## config.mk

```make
export PLATFORM = sky130hd
export DESIGN_NAME = serial_adder_ctrl
export DESIGN_NICKNAME = d
export VERILOG_FILES = /design/src/rtl/serial_adder_ctrl.sv
export SDC_FILE = /design/constraint.sdc
export NUM_CORES = 1
export LEC_CHECK = 0
export CORE_ASPECT_RATIO = 1.75
export CORE_MARGIN = 1
export CORE_UTILIZATION = 45
export DETAILED_ROUTE_END_ITERATION = 16
export HOLD_SLACK_MARGIN = 0.12
export PLACE_DENSITY = 0.86
export SLEW_MARGIN = 20
export SYNTH_ARGS = -nofsm -noshare
export SYNTH_HDL_FRONTEND = slang
export SYNTH_SLANG_ARGS = --single-unit
```

## constraint.sdc

```tcl
create_clock -name clk -period 1.6 [get_ports clk]
set_clock_uncertainty 0.2 [all_clocks]
set_input_delay 0.24 -clock clk [delete_from_list [all_inputs] [get_ports clk]]
set_output_delay 0.24 -clock clk [all_outputs]
set_load 0.01 [all_outputs]
```

## src/rtl/serial_adder_ctrl.sv

```systemverilog
// serial_adder_ctrl: bit-serial WIDTH-bit adder controller driving one shared full_adder cell, LSB first
// Ports: clk, rst_n (async active-low); start/a/b/cin request; fa_x/fa_y/fa_c to full_adder,
//        fa_s/fa_co from full_adder; busy (RUN), done (one-cycle pulse), sum/cout result registers
module serial_adder_ctrl #(
    parameter int WIDTH = 8
) (
    input  logic             clk,
    input  logic             rst_n,
    input  logic             start,
    input  logic [WIDTH-1:0] a,
    input  logic [WIDTH-1:0] b,
    input  logic             cin,
    output logic             fa_x,
    output logic             fa_y,
    output logic             fa_c,
    input  logic             fa_s,
    input  logic             fa_co,
    output logic             busy,
    output logic             done,
    output logic [WIDTH-1:0] sum,
    output logic             cout
);
    localparam int CW = $clog2(WIDTH);
    localparam logic [CW-1:0] LAST = CW'(WIDTH - 1);
    typedef enum logic [1:0] {IDLE, RUN, DONE} state_t;
    state_t state;
    logic [WIDTH-1:0] a_sh, b_sh, acc;
    logic carry_r;
    logic [CW-1:0] cnt;
    // busy is high exactly in RUN, so it gates the full_adder inputs to 0 elsewhere
    assign fa_x = busy & a_sh[0];
    assign fa_y = busy & b_sh[0];
    assign fa_c = busy & carry_r;
    always_ff @(posedge clk or negedge rst_n) begin
        if (!rst_n) begin
            state   <= IDLE;
            a_sh    <= '0;
            b_sh    <= '0;
            acc     <= '0;
            carry_r <= 1'b0;
            cnt     <= '0;
            busy    <= 1'b0;
            done    <= 1'b0;
            sum     <= '0;
            cout    <= 1'b0;
        end else begin
            case (state)
                IDLE: if (start) begin
                    a_sh    <= a;
                    b_sh    <= b;
                    carry_r <= cin;
                    cnt     <= '0;
                    acc     <= '0;
                    busy    <= 1'b1;
                    state   <= RUN;
                end
                RUN: begin
                    acc     <= {fa_s, acc[WIDTH-1:1]};
                    carry_r <= fa_co;
                    a_sh    <= a_sh >> 1;
                    b_sh    <= b_sh >> 1;
                    cnt     <= cnt + 1'b1;
                    if (cnt == LAST) begin
                        sum   <= {fa_s, acc[WIDTH-1:1]};
                        cout  <= fa_co;
                        busy  <= 1'b0;
                        done  <= 1'b1;
                        state <= DONE;
                    end
                end
                DONE: begin
                    done  <= 1'b0;
                    state <= IDLE;
                end
                default: state <= IDLE;
            endcase
        end
    end
endmodule

```

==> results of run 1 <==
## stage by stage
stage / instances / setup slack (ps) / TNS, ps / hold slack [ps]
6_report: 235 / 48.9 / 0 / 189
5_1_grt: 235 / 10.5 / 0 / 224
4_1_cts: 234 / 7.64 / 0 / 186
3_5_place_dp: 225 / -55.2 / -326 / -23.3
3_3_place_gp: 225 / 10.6 / 0 / -34.2
2_1_floorplan: 143 / 32.8 / 0 / -256
## state kept, by name (all words and copies together) (netlist names)
name	count
sum	8
a_sh	8
cout	1
acc	7
done	1
b_sh	8
cnt	3
state	2
carry_r	1
busy	1
## cells in the final DEF (no fill, tap or decap), types with 5 or more instances in the layout
cell and n:
o21ai_0 7, a22o_2 9, a21oi_1 13, dfrtp_1 38, clkdlybuf4s50_1 20, mux2_4 9
dlygate4sd2_1 11, clkbuf_8 5, buf_4 12, o22ai_1 24
## power by group through the flow
stage          clock network, uW  logic, uW  registers [uW]
2_1_floorplan                  0       1140            1730
3_3_place_gp                   0       1660            1760
3_5_place_dp                   0       1740            1790
4_1_cts                      975       1680            1780
5_1_grt                     1010       1870            1840
6_report                     961       1710            1790
## Yosys cell counts
library cell  instances
a21oi_1              13
and2b_4               1
and2_1                3
nor2_1                4
clkbuf_1              1
nand3b_1              3
o2bb2ai_1             1
inv_1                 4
mux2_4                9
buf_6                 1
o22ai_1              24
buf_12                1
nand2_8               1
o21ai_0               7
o221a_2               3
buf_4                 1
nor2b_1               1
nand2_1               4
buf_2                 6
dfrtp_1              40
a22o_2                9
nand2b_1              2
ha_1                  2
mux2i_1               1
o21bai_2              1
## worst max-delay path: stages, from the launching register on
cell	delay, ps
dfrtp_2	450
and2_1	150
clkdlybuf4s15_1	220
## timing repair
action,CTS,global route
pin swaps,1,1
setup endpoints to repair,23,18
buffers inserted,0,1
gates cloned,1,0
hold endpoints to repair,40,0
resized for setup,19,7
hold buffers,1,0
## kinds of logic (layout without fill, tap and decap cells)
logic type	after synthesis	count (layout)	share of synthesized area (%)
multiplexers	10	10	8.19
adder cells (fa/ha/maj)	2	2	1.41
AND/OR/NAND/NOR	19	20	6.77
flip-flops	40	40	56.5
AO/OA/AOI/OAI	58	58	22.2
buffers and inverters	14	59	4.94
## worst paths after layout
check                           cells after the start       to  slack [ps]   start
min in group clk                                    3  b_sh[7]         300    b[7]
max in group asynchronous                           3     busy         470   rst_n
worst min register to register                      1   sum[7]         310  sum[7]
worst max-delay path                                2     fa_y          50    busy
worst min-delay path                                2   acc[1]         190   rst_n
worst max register to register                      4   sum[0]          60  cnt[1]
## cell type report
cell class | instances | area [sq um]
Fill cell | 299 | 1350
Sequential cell | 40 | 1000
Multi-Input combinational cell | 90 | 722
Timing Repair Buffer | 48 | 422
Clock buffer | 5 | 68.8
Clock inverter | 2 | 60.1
Tap cell | 46 | 57.6
Inverter | 4 | 15.0
## layer usage
| metal | vias up | wire length, um | track usage, % |
|---|---|---|---|
| met4 | 0 | 80 | 11.2 |
| met2 | 45 | 2130 | 37.4 |
| met5 | - | 0 | 0 |
| met3 | 8 | 207 | 6.27 |
| met1 | 671 | 1640 | 23.3 |
| li1 | 636 | - | - |
==> impl_metrics.csv, run 1 <==
group,metric,value,unit
detailed_routing,dr.first_iter.drc_count,47,
finish,fin_nets,213,
pwr,finalPower,4470,uW
synthesis,synth_cells,143,
global_routing,grt_max_degree,19,
finish,utilization,63.5,%
synthesis,synth.largest_area_cell,"dfrtp_1",
synthesis,ys_ff_latch,40,
worst_setup_path,cp.arrival,1110,ps
cts,clockBufferDepth,2,
floorplan,start_util,47.9,%
place,dp_hpwl,2.81,mm
pwr,ir_worst_vdd,0.00115,V
pwr,clkPwrFrac,21.5,%
synthesis,syn_area,1770,sq um
synthesis,yosys_warnings,0,
global_routing,grt_remaining_overflow,0,
detailed_routing,drc,0,
sta,period_needed,1550,ps
outcome,status,"complete, no violations",
pwr,combPwrFrac,38.3,%
floorplan,coreArea,3700,sq um
pwr,switching_share,32.7,%
detailed_routing,drt_first_pass_iters,4,
detailed_routing,vias_per_cell,5.79,
cts,cts_made_buffers,5,
worst_setup_path,setup.worst_path.class,"reg -> out",
worst_setup_path,path_max_fanout,6,
pwr,p_switching,1460,uW
floorplan,die_h,85.0,um
sta,setup_viol,0,
finish,syn2layout_area_growth,32.5,%
cts,root_buffer,"clkbuf_8",
floorplan,die_w,49.5,um
synthesis,synthTopCellsByArea,"dfrtp_1 (56%), o22ai_1 (8.5%), mux2_4 (7.6%)",
worst_setup_path,startpoint_type,"flop",
synthesis,synth_nets,167,
cts,clock_latency,300,ps
synthesis,synth_cell_type_count,25,
place,gp_congestion,0.839,
detailed_routing,vias,1360,
sta,rsz0062_at_grt,"no",
cts,cts_max_level,2,
pwr,seqPwrFrac,40.2,%
worst_setup_path,worstSetupEndpointType,"output pin",
global_routing,grt_pass1_wl,6.76,mm
finish,drive_gt1_share,27.5,%
pwr,leakage,0.00105,uW
finish,diodes,0,
detailed_routing,wl_per_cell,17.3,um
synthesis,syn_area_per_cell,12.4,sq um
global_routing,grt_pass1_vias,1466,
sta,hold_viol_final,0,
sta,worst_slew_pin_slew,434,ps
pwr,p_int,3000,uW
sta,fmax,645,MHz
synthesis,synth_top_area_share,56.5,%
floorplan,dieArea,4200,sq um
detailed_routing,wl,4.06,mm
global_routing,grt_usage,21.5,%
cts,path_clk_slew,70,ps
global_routing,antenna_found_initial,0,
floorplan,io_pins,36,
detailed_routing,antenna_left,0,
worst_setup_path,required,1160,ps
place,postPlaceCellArea,2190,sq um
sta,slew_viol_final,0,
pwr,p_per_area,1900,nW/um^2
cts,clkSinkCount,40,
floorplan,row_count,29,
cts,cts_tree,"yes",
run,cap_violations,0,
sta,min_period_over_period,96.9,%
synthesis,synth_seq_area_share,56.5,%
finish,post-route-cell-area,2350,sq um
place,io_buffers,35,
worst_hold_path,hold_class,"in -> async",
sta,maxSlewHeadroom,71.0,%
(Power assumes the default switching activity.)
==> run 2: changes to the inputs <==
--- a/config.mk
+++ b/config.mk
@@ -11,7 +11,6 @@
 export DETAILED_ROUTE_END_ITERATION = 16
 export HOLD_SLACK_MARGIN = 0.12
 export PLACE_DENSITY = 0.86
-export SLEW_MARGIN = 20
 export SYNTH_ARGS = -nofsm -noshare
 export SYNTH_HDL_FRONTEND = slang
 export SYNTH_SLANG_ARGS = --single-unit
==> results of run 2 <==
No change in the layout: final DEF, timing and power equal those of run 1.
